## src/rtl/sample_memory_scheduler_if.sv

```systemverilog
// Memory port bundle between the sample scheduler and the sample SRAM.
// Master issues requests, slave accepts them and returns read data.
interface sample_memory_scheduler_if #(
    parameter int ADDR_W = 16,
    parameter int DATA_W = 16
);
    logic              mem_req;
    logic              mem_we;
    logic [ADDR_W-1:0] mem_addr;
    logic [DATA_W-1:0] mem_wdata;
    logic              mem_ready;
    logic              mem_rvalid;
    logic [DATA_W-1:0] mem_rdata;

    modport master (
        output mem_req, mem_we, mem_addr, mem_wdata,
        input  mem_ready, mem_rvalid, mem_rdata
    );

    modport slave (
        input  mem_req, mem_we, mem_addr, mem_wdata,
        output mem_ready, mem_rvalid, mem_rdata
    );
endinterface

```

## src/rtl/sample_memory_scheduler.sv

```systemverilog
// Per-sample sequencer for the shared sample SRAM: one write into a
// circular delay buffer, then NUM_TAPS delayed reads streamed to the MAC.
module sample_memory_scheduler #(
    parameter int               ADDR_W   = 16,
    parameter int               DATA_W   = 16,
    parameter int               NUM_TAPS = 4,
    parameter logic [ADDR_W-1:0] BUF_BASE = 16'h0200,
    parameter logic [ADDR_W-1:0] BUF_TOP  = 16'hFFFE
) (
    input  logic                       clk,
    input  logic                       rst,
    input  logic                       sample_stb,
    input  logic [DATA_W-1:0]          sample_in,
    input  logic                       record_en,
    input  logic [NUM_TAPS*ADDR_W-1:0] tap_delay,
    sample_memory_scheduler_if.master  mem,
    output logic                       tap_valid,
    output logic [3:0]                 tap_index,
    output logic [DATA_W-1:0]          tap_data,
    output logic                       frame_done,
    output logic                       busy,
    output logic                       overrun
);

    localparam logic [ADDR_W:0] LEN    = {1'b0, BUF_TOP} - {1'b0, BUF_BASE} + 1'b1;
    localparam logic [ADDR_W:0] LEN_M1 = LEN - 1'b1;
    localparam logic [3:0]      LAST   = 4'(NUM_TAPS - 1);

    typedef enum logic [2:0] {
        IDLE,
        WRITE,
        READ_REQ,
        READ_WAIT,
        DONE
    } state_t;

    state_t            state_q, state_d;
    logic [ADDR_W-1:0] wr_ptr_q, wr_ptr_d;
    logic [ADDR_W-1:0] rd_addr_q, rd_addr_d;
    logic [3:0]        tap_q, tap_d;
    logic              pend_full_q, pend_full_d;
    logic [DATA_W-1:0] pend_sample_q, pend_sample_d;
    logic              pend_rec_q, pend_rec_d;
    logic [DATA_W-1:0] frm_sample_q, frm_sample_d;
    logic              frm_rec_q, frm_rec_d;
    logic              overrun_q, overrun_d;
    logic              tap_valid_q, tap_valid_d;
    logic [3:0]        tap_index_q, tap_index_d;
    logic [DATA_W-1:0] tap_data_q, tap_data_d;

    logic [3:0]        tap_sel;
    logic [ADDR_W-1:0] raw_dly;
    logic [ADDR_W:0]   dly;
    logic [ADDR_W:0]   off;
    logic [ADDR_W-1:0] rd_calc;

    logic              req_c;
    logic              we_c;
    logic [ADDR_W-1:0] addr_c;
    logic [DATA_W-1:0] wdata_c;

    // Tap whose read address is latched when READ_REQ is next entered.
    always_comb begin
        tap_sel = 4'd0;
        if (state_q == READ_WAIT) begin
            tap_sel = tap_q + 4'd1;
        end
    end

    // Clamped delay and wrap-safe backwards offset from the write pointer.
    always_comb begin
        raw_dly = '0;
        for (int i = 0; i < NUM_TAPS; i++) begin
            if (tap_sel == i[3:0]) begin
                raw_dly = tap_delay[i*ADDR_W +: ADDR_W];
            end
        end
        dly = ({1'b0, raw_dly} > LEN_M1) ? LEN_M1 : {1'b0, raw_dly};
        off = {1'b0, wr_ptr_q} - {1'b0, BUF_BASE};
        if (off >= dly) begin
            rd_calc = ADDR_W'({1'b0, wr_ptr_q} - dly);
        end else begin
            rd_calc = ADDR_W'({1'b0, wr_ptr_q} + LEN - dly);
        end
    end

    // Pending-slot capture, frame FSM next state and memory request outputs.
    always_comb begin
        state_d       = state_q;
        wr_ptr_d      = wr_ptr_q;
        rd_addr_d     = rd_addr_q;
        tap_d         = tap_q;
        pend_full_d   = pend_full_q;
        pend_sample_d = pend_sample_q;
        pend_rec_d    = pend_rec_q;
        frm_sample_d  = frm_sample_q;
        frm_rec_d     = frm_rec_q;
        overrun_d     = overrun_q;
        tap_valid_d   = 1'b0;
        tap_index_d   = tap_index_q;
        tap_data_d    = tap_data_q;
        req_c         = 1'b0;
        we_c          = 1'b0;
        addr_c        = '0;
        wdata_c       = '0;

        if (state_q == IDLE && pend_full_q) begin
            pend_full_d = 1'b0;
        end
        if (sample_stb) begin
            if (pend_full_d) begin
                overrun_d = 1'b1;
            end else begin
                pend_full_d   = 1'b1;
                pend_sample_d = sample_in;
                pend_rec_d    = record_en;
            end
        end

        unique case (state_q)
            IDLE: begin
                if (pend_full_q) begin
                    frm_sample_d = pend_sample_q;
                    frm_rec_d    = pend_rec_q;
                    tap_d        = 4'd0;
                    if (pend_rec_q) begin
                        state_d = WRITE;
                    end else begin
                        state_d   = READ_REQ;
                        rd_addr_d = rd_calc;
                    end
                end
            end
            WRITE: begin
                req_c   = 1'b1;
                we_c    = 1'b1;
                addr_c  = wr_ptr_q;
                wdata_c = frm_sample_q;
                if (mem.mem_ready) begin
                    state_d   = READ_REQ;
                    tap_d     = 4'd0;
                    rd_addr_d = rd_calc;
                end
            end
            READ_REQ: begin
                req_c  = 1'b1;
                addr_c = rd_addr_q;
                if (mem.mem_ready) begin
                    state_d = READ_WAIT;
                end
            end
            READ_WAIT: begin
                if (mem.mem_rvalid) begin
                    tap_valid_d = 1'b1;
                    tap_index_d = tap_q;
                    tap_data_d  = mem.mem_rdata;
                    if (tap_q == LAST) begin
                        state_d = DONE;
                    end else begin
                        tap_d     = tap_q + 4'd1;
                        rd_addr_d = rd_calc;
                        state_d   = READ_REQ;
                    end
                end
            end
            DONE: begin
                if (frm_rec_q) begin
                    wr_ptr_d = (wr_ptr_q == BUF_TOP) ? BUF_BASE : wr_ptr_q + 1'b1;
                end
                state_d = IDLE;
            end
            default: state_d = IDLE;
        endcase
    end

    // State and datapath registers; reset aborts any frame in flight.
    always_ff @(posedge clk or posedge rst) begin
        if (rst) begin
            state_q       <= IDLE;
            wr_ptr_q      <= BUF_BASE;
            rd_addr_q     <= '0;
            tap_q         <= '0;
            pend_full_q   <= 1'b0;
            pend_sample_q <= '0;
            pend_rec_q    <= 1'b0;
            frm_sample_q  <= '0;
            frm_rec_q     <= 1'b0;
            overrun_q     <= 1'b0;
            tap_valid_q   <= 1'b0;
            tap_index_q   <= '0;
            tap_data_q    <= '0;
        end else begin
            state_q       <= state_d;
            wr_ptr_q      <= wr_ptr_d;
            rd_addr_q     <= rd_addr_d;
            tap_q         <= tap_d;
            pend_full_q   <= pend_full_d;
            pend_sample_q <= pend_sample_d;
            pend_rec_q    <= pend_rec_d;
            frm_sample_q  <= frm_sample_d;
            frm_rec_q     <= frm_rec_d;
            overrun_q     <= overrun_d;
            tap_valid_q   <= tap_valid_d;
            tap_index_q   <= tap_index_d;
            tap_data_q    <= tap_data_d;
        end
    end

    assign mem.mem_req   = req_c;
    assign mem.mem_we    = we_c;
    assign mem.mem_addr  = addr_c;
    assign mem.mem_wdata = wdata_c;

    assign tap_valid  = tap_valid_q;
    assign tap_index  = tap_index_q;
    assign tap_data   = tap_data_q;
    assign frame_done = (state_q == DONE);
    assign busy       = (state_q != IDLE);
    assign overrun    = overrun_q;

endmodule

```

## src/flat_wrapper.sv

```systemverilog
// flat-port wrapper written by rule: the top's interface ports become plain ports
module sample_memory_scheduler_flat 
#(
    parameter int               ADDR_W   = 16,
    parameter int               DATA_W   = 16,
    parameter int               NUM_TAPS = 4,
    parameter logic [ADDR_W-1:0] BUF_BASE = 16'h0200,
    parameter logic [ADDR_W-1:0] BUF_TOP  = 16'hFFFE
)
  (clk, rst, sample_stb, sample_in, record_en, tap_delay, tap_valid, tap_index, tap_data, frame_done, busy, overrun, mem_mem_req, mem_mem_we, mem_mem_addr, mem_mem_wdata, mem_mem_ready, mem_mem_rvalid, mem_mem_rdata);
  sample_memory_scheduler_if #(.ADDR_W(ADDR_W), .DATA_W(DATA_W)) mem_i ();
  input  logic clk;
  input  logic rst;
  input  logic sample_stb;
  input  logic [DATA_W-1:0] sample_in;
  input  logic record_en;
  input  logic [NUM_TAPS*ADDR_W-1:0] tap_delay;
  output logic tap_valid;
  output logic [3:0] tap_index;
  output logic [DATA_W-1:0] tap_data;
  output logic frame_done;
  output logic busy;
  output logic overrun;
  output wire logic [$bits(mem_i.mem_req)-1:0] mem_mem_req;
  output wire logic [$bits(mem_i.mem_we)-1:0] mem_mem_we;
  output wire logic [$bits(mem_i.mem_addr)-1:0] mem_mem_addr;
  output wire logic [$bits(mem_i.mem_wdata)-1:0] mem_mem_wdata;
  input wire logic [$bits(mem_i.mem_ready)-1:0] mem_mem_ready;
  input wire logic [$bits(mem_i.mem_rvalid)-1:0] mem_mem_rvalid;
  input wire logic [$bits(mem_i.mem_rdata)-1:0] mem_mem_rdata;
  assign mem_mem_req = mem_i.mem_req;
  assign mem_mem_we = mem_i.mem_we;
  assign mem_mem_addr = mem_i.mem_addr;
  assign mem_mem_wdata = mem_i.mem_wdata;
  assign mem_i.mem_ready = mem_mem_ready;
  assign mem_i.mem_rvalid = mem_mem_rvalid;
  assign mem_i.mem_rdata = mem_mem_rdata;
  sample_memory_scheduler #(.ADDR_W(ADDR_W), .DATA_W(DATA_W), .NUM_TAPS(NUM_TAPS), .BUF_BASE(BUF_BASE), .BUF_TOP(BUF_TOP)) u_core (.clk(clk), .rst(rst), .sample_stb(sample_stb), .sample_in(sample_in), .record_en(record_en), .tap_delay(tap_delay), .mem(mem_i), .tap_valid(tap_valid), .tap_index(tap_index), .tap_data(tap_data), .frame_done(frame_done), .busy(busy), .overrun(overrun));
endmodule
```

## config.mk

```make
export PLATFORM = sky130hd
export DESIGN_NAME = sample_memory_scheduler_flat
export DESIGN_NICKNAME = d
export VERILOG_FILES = /design/src/rtl/sample_memory_scheduler_if.sv /design/src/rtl/sample_memory_scheduler.sv /design/src/flat_wrapper.sv
export SDC_FILE = /design/constraint.sdc
export NUM_CORES = 1
export LEC_CHECK = 0
export ABC_AREA = 0
export ABC_CLOCK_PERIOD_IN_PS = 7700
export BUFFER_PORTS_ARGS = -buffer_cell sky130_fd_sc_hd__buf_2
export CORE_UTILIZATION = 46
export CTS_CLUSTER_SIZE = 12
export DETAILED_ROUTE_END_ITERATION = 10
export GPL_ROUTABILITY_DRIVEN = 0
export PLACE_DENSITY_LB_ADDON = 0.05
export SLEW_MARGIN = 20
export SYNTH_ARGS = -nofsm -noshare
export SYNTH_HDL_FRONTEND = slang
export SYNTH_SLANG_ARGS = --single-unit
```

## constraint.sdc

```tcl
create_clock -name clk -period 7.7 [get_ports clk]
set_clock_uncertainty 0.05 [all_clocks]
set_input_delay 1.54 -clock clk [delete_from_list [all_inputs] [get_ports clk]]
set_output_delay 1.54 -clock clk [all_outputs]
set_load 0.05 [all_outputs]
```

## Word level (Yosys, flattened, before mapping)

Cells that the tools add are included.

- Input bits: 102
- Register bits after elaboration: 96
- Word-level logic and storage cells: 85

- Bitwise logic cells: 1
- Reductions and logical operators: 14
- Equality and inequality tests: 15
- $add $sub $neg: 6
- Order comparisons: 2
- Multiplexer cells: 34

Operator list:

| cell | number |
|---|---|
| two-way mux 16 bit | 13 |
| one-hot mux 16 bit (3 select lines) | 1 |
| one-hot mux 16 bit (2 select lines) | 1 |
| subtractor 16 bit | 2 |
| two-way mux 4 bit | 5 |
| greater-or-equal comparator 17 bit | 1 |
| subtractor 16 x 10 -> 17 bit (second input constant) | 1 |
| adder 16 x 1 -> 16 bit (second input constant) | 1 |
| adder 16 bit (second input constant) | 1 |
| == test 16 bit (second input constant) | 1 |
| greater-than comparator 16 bit (second input constant) | 1 |
| two-way mux 3 bit | 5 |
| == test 4 x 2 -> 1 bit (second input constant) | 3 |
| one-hot mux 3 bit (4 select lines) | 1 |
| one-hot mux 4 bit (3 select lines) | 1 |
| inequality test 2 bit (second input constant) | 5 |
| AND reduction 2 bit | 5 |
| == test 3 x 2 -> 1 bit (second input constant) | 2 |
| two-way mux 1 bit | 6 |
| AND reduction 6 bit | 1 |
| nonzero test 3 bit | 2 |
| AND reduction 5 bit | 1 |
| adder 4 x 1 -> 4 bit (second input constant) | 1 |
| == test 4 x 1 -> 1 bit (second input constant) | 1 |
| 10 further kinds | 10 |

## Depth between registers and ports, before layout

- Depth in word-level cells: 14
- Depth in mapped cells: 27
- Depth with buffers taken out: 25

## Worst setup path after synthesis

No wires, ideal clock.

- Kind: input-to-reg
- Start point: input port tap_delay[59]
- End point: register u_core.rd_addr_q[13]
- Setup time: 128 ps
- Stages: 19
- Data required time: 7,522 ps
- Buffers on the path: 1
- Data arrival time: 5,569 ps
- Setup slack: 1,952 ps
- Cell sequence: mux2_2 a222oi_1 or4_4 nor2_2 a31oi_1 buf_4 o311a_1 ha_1 ha_1 fa_1 a21oi_1 o22ai_1 a32oi_4 a31oi_2 a2111oi_2 nor3_1 xor2_1 mux2i_1 o21ai_1

- Cells in the longest elaborated chain, start to end: 8

Ends and longest elaborated chain:

| element | line | source |
|---|---|---|
| start: declaration | flat_wrapper.sv:17 | `input logic [NUM_TAPS*ADDR_W-1:0] tap_delay;` |
| two-way mux 16 bit * | sample_memory_scheduler.sv:74 | `if (tap_sel == i[3:0]) begin` |
| greater-than comparator 16 bit | sample_memory_scheduler.sv:78 | `dly = ({1'b0, raw_dly} > LEN_M1) ? LEN_M1 : {1'b0, raw_dly};` |
| two-way mux 16 bit * | sample_memory_scheduler.sv:78 |  |
| subtractor 16 bit (tied with other cells) | sample_memory_scheduler.sv:83 | `rd_calc = ADDR_W'({1'b0, wr_ptr_q} + LEN - dly);` |
| two-way mux 16 bit * | sample_memory_scheduler.sv:80 | `if (off >= dly) begin` |
| two-way mux 16 bit (on tied branches) | sample_memory_scheduler.sv:157, sample_memory_scheduler.sv:126 |  |
| two-way mux 16 bit (on tied branches) | sample_memory_scheduler.sv:153, sample_memory_scheduler.sv:122 |  |
| one-hot mux 16 bit (3 select lines) * | sample_memory_scheduler.sv:120 | `unique case (state_q)` |
| end signal: assignment | sample_memory_scheduler.sv:195 | `rd_addr_q <= rd_addr_d;` |
| end: declaration | sample_memory_scheduler.sv:39 | `logic [ADDR_W-1:0] rd_addr_q, rd_addr_d;` |

Mark *: on every way between the ends. The rest lies on a longest branch, timed or not. The select of a mux whose other input is x is not followed.
A chain may end at the register's enable or synchronous reset.

## Final worst setup path

- Start point: register u_core.tap_q[0]
- End point: register u_core.rd_addr_q[13]

- Cells in the longest elaborated chain, start to end: 14

Ends and longest elaborated chain:

| element | line | source |
|---|---|---|
| start: declaration | sample_memory_scheduler.sv:40 | `logic [3:0] tap_q, tap_d;` |
| start signal: assignment | sample_memory_scheduler.sv:196 | `tap_q <= tap_d;` |
| adder 4 x 1 -> 4 bit | sample_memory_scheduler.sv:66 | `tap_sel = tap_q + 4'd1;` |
| two-way mux 4 bit | sample_memory_scheduler.sv:65 | `if (state_q == READ_WAIT) begin` |
| zero test 4 bit | sample_memory_scheduler.sv:74 |  |
| two-way mux 16 bit (4 in series) | sample_memory_scheduler.sv:74 |  |
| greater-than comparator 16 bit | sample_memory_scheduler.sv:78 |  |
| two-way mux 16 bit | sample_memory_scheduler.sv:78 |  |
| subtractor 16 bit (tied with other cells) | sample_memory_scheduler.sv:83 |  |
| two-way mux 16 bit | sample_memory_scheduler.sv:80 |  |
| two-way mux 16 bit (on tied branches) | sample_memory_scheduler.sv:157, sample_memory_scheduler.sv:126 |  |
| two-way mux 16 bit (on tied branches) | sample_memory_scheduler.sv:153, sample_memory_scheduler.sv:122 |  |
| one-hot mux 16 bit (3 select lines) | sample_memory_scheduler.sv:120 |  |

Parallel ways exist; a longest one is shown, timed or not. The select of a mux whose other input is x is not followed.

==> impl_summary.md <==
Die
The total core area is 16500 sq um. The vertical extent of the die is 132 um. 160 I/O pins were placed. Once the floorplan was initialized, standard cells occupied 46.9% of the core.

The width of the die is 132 um. The floorplan step defined a die boundary enclosing 17300 sq um. The floorplan has 47 rows.

Yosys
The synthesized design contains 96 register bits. Counting every net in the synthesized netlist gives 1009. The cell count after synthesis is 861. The count of different cell masters after synthesis is 100.

The commonest register cell after synthesis is dfrtp_1. Counting flops with an async set or reset pin after synthesis yields a share of 100%. Of the synthesized area, sequential elements account for 31.1%. The synthesized design contains 0 enable-type register cells. The Yosys step of the flow raised 0 warnings. Summing every instance area after synthesis gives 7730 sq um. Averaged over all synthesized cells, the footprint is 8.97 sq um.

Finish
The number of diodes added for antenna fixing is 0. The number of nets in the finished design is 1140. The leading cell type in the layout, fill and taps excluded is buf_2.

The post-synthesis to final-layout area growth is 16.0%. Of the cells placed in the final design, the portion with a size suffix greater than 1 is 27.9%. In the layout the commonest cells are 159 x buf_2, 95 x dfrtp_1, 78 x nor2_1. For this run, the share of the core covered by cells in the final layout is 54.4%.

Clock network
The later pin in the worst-skew pair is clocked with a latency of 340 ps. TritonCTS created 9 clock buffers. The cts-stage hold buffer count is 0. TritonCTS built the clock tree.

The number of gates resized after CTS was 0. Once the clock tree was built, the setup fixing pass inserted 0 buffers. In this run the deepest clock path goes through 2 buffers.

After clock tree synthesis, the clock-pin slew on the worst setup and hold paths is 70 ps. The H-tree was split into 3 levels. For this design, the sink count on the clock tree is 96.

The root cell of the clock tree is clkbuf_16.

Timing
The final hold violation count is 0. The transition at the pin with the smallest max-transition slack is 1060 ps. The setup TNS is 0 ps. The time the final worst path needs with I/O delays and setup is 6660 ps. The highest clock frequency the design can meet is 0.150 GHz. Setup repair after global routing left no endpoint under its margin.

The final critical path takes up 86.5% of the cycle. The count of final setup violators is 0. The final number of max-transition violations was 0. The worst slew slack as a fraction of its limit is 29.0%.

Critical path
The worst setup path is captured at a flop. The worst setup path is launched from a flop. The worst path required time is 7830 ps. The category of the most critical setup path is flop to flop. In this run the worst path has a maximum fanout of 16. Data arrives at the worst endpoint at 6790 ps.

Global route
The number of antenna violations at the first check in global routing is 0. The pin count of the biggest net entering global routing is 78. Summed over all layers, the global routing overflow is 0.

Global routing used 25.2% of the available tracks across all layers. The via count of the first global-routing pass is 6802. The wire length of the first global-routing pass is 35.0 mm.

Routing
Using the TritonRoute via totals, the vias-per-cell ratio works out to 5.72. After the first detailed-routing iteration, the DRC count stood at 541. Once detail routing completed, the nets flagged for antenna violations numbered 0.

Dividing the detail-routed wire length by the instance count gives 17.9 um. The routed layout has 6958 vias. The total iterations of the first detailed-routing run is 7. The post-route DRC violation count is 0.

The aggregate routed wire length is 21.8 mm.

Power
The maximum vdd drop is 0.000219 V. The leakage power total is 4.14 nW. The cell area power density is 469 nW/um^2.

Run status
The flow ran to the end, and the final reports show no timing, DRC or antenna violations.

Placement
Port buffering added 159 buffers. The half-perimeter wire length of the detailed placement result is 16.7 mm.

Min path
The min-delay analysis places its worst path in the category flop to flop.

Run
The number of maximum-capacitance constraint violations is 0.
## per-stage QoR
| step | std cells | cell area, sq um | power (mW) | setup slack, ps | hold WS (ps) |
|---|---|---|---|---|---|
| 3_3_place_gp | 1201 | 8630 | 3.70 | 1400 | 402 |
| 6_report | 1217 | 8960 | 4.20 | 1040 | 424 |
| 5_1_grt | 1217 | 8960 | 4.54 | 505 | 449 |
| 2_1_floorplan | 861 | 7730 | 3.06 | 1950 | 406 |
| 3_5_place_dp | 1201 | 8630 | 3.70 | 1150 | 403 |
| 4_1_cts | 1217 | 8950 | 4.20 | 1130 | 425 |
## cell families after synthesis
kind of cell | count (synthesis) | synth area share [%]
AOI/OAI and AO/OA | 224 | 20.9
DFF | 96 | 31.1
adders and majority gates | 49 | 8.23
and+or+nand+nor | 284 | 18.8
muxes | 68 | 9.70
xor gates and xnor gates | 48 | 6.02
buffers and inverters | 92 | 5.20
## flip-flops by register name, summed over array words and instances, names as in the netlist
name and flops:
u_core.frm_rec_q 1, u_core.frm_sample_q 16, u_core.overrun 1, u_core.pend_full_q 1
u_core.pend_rec_q 1, u_core.pend_sample_q 16, u_core.rd_addr_q 16, u_core.state_q 3
u_core.tap_data 16, u_core.tap_index 4, u_core.tap_q 4, u_core.tap_valid 1
u_core.wr_ptr_q 16
## path summary, 6_finish.rpt
kind / cells past startpoint / startpoint / slack [ps] / to
min in group asynchronous: 2 / rst / 1080 / u_core.tap_data[10]
max in group asynchronous: 3 / rst / 5560 / u_core.frm_sample_q[0]
max reg2reg: 22 / u_core.tap_q[0] / 1040 / u_core.rd_addr_q[13]
min: 1 / u_core.overrun / 420 / u_core.overrun
min reg2reg: 1 / u_core.overrun / 420 / u_core.overrun
max: 22 / u_core.tap_q[0] / 1040 / u_core.rd_addr_q[13]
## layout make-up
cell class / instances / area [sq um]
Clock buffer: 11 / 253
Clock inverter: 5 / 70.1
Fill cell: 1523 / 7500
Inverter: 47 / 179
Multi-Input combinational cell: 673 / 4940
Sequential cell: 96 / 2400
Tap cell: 220 / 275
Timing Repair Buffer: 165 / 845
## power by group
part | internal, mW | switching, mW
clock | 0.276 | 0.198
sequential | 0.691 | 0.133
combinational | 1.07 | 1.83
## cell usage after synthesis (4+ instances only)
master	instances	area [sq um]
fa_1	4	80.1
mux2_2	54	608
nand3_1	20	100
a22o_1	17	149
a21oi_1	43	215
o21bai_1	6	45.0
nor2_1	78	293
or3_1	8	50.1
nand2_1	65	244
o211ai_1	4	30.0
inv_1	46	173
or2_2	5	31.3
a21o_1	11	82.6
xnor2_1	32	280
nand4_1	4	25.0
o21ai_0	37	185
buf_6	4	45.0
mux2i_1	13	130
ha_1	42	526
buf_4	4	30.0
and4_1	4	35.0
buf_2	8	40.0
nor4_1	7	43.8
o21a_1	8	60.1
and3_1	5	31.3
nor3_1	20	100
clkbuf_1	25	93.8
nand2b_1	12	75.1
a31oi_1	12	75.1
o22a_1	6	52.6
nor3b_1	4	30.0
o21ai_1	16	80.1
xor2_1	13	114
dfrtp_1	95	2380
and2_1	25	156
o22ai_1	7	43.8
## worst max-delay path, cell delays in order, from the launching register on
cell and delay [ps]:
dfrtp_1 580, ha_1 510, and4_1 400, o31ai_4 500, nor2_2 110, a222oi_1 770, or4_4 310, nor2_2 80
a31oi_1 150, buf_4 230, o311a_1 230, ha_1 270, ha_1 230, fa_1 480, a21oi_1 180, o22ai_1 130
a32oi_4 250, a31oi_2 210, a2111oi_2 330, nor3_1 120, xor2_1 150, mux2i_1 140, o21ai_1 80
## layer usage
layer / vias up / share of wire [%] / GRT usage (%)
met5: - / 0 / 0
met4: 0 / 2.1 / 7.88
met3: 34 / 7.4 / 4.05
met2: 289 / 44 / 38.6
met1: 3284 / 47 / 36.2
li1: 3351 / - / -
No activity file was read; power rests on OpenSTA's default activity.
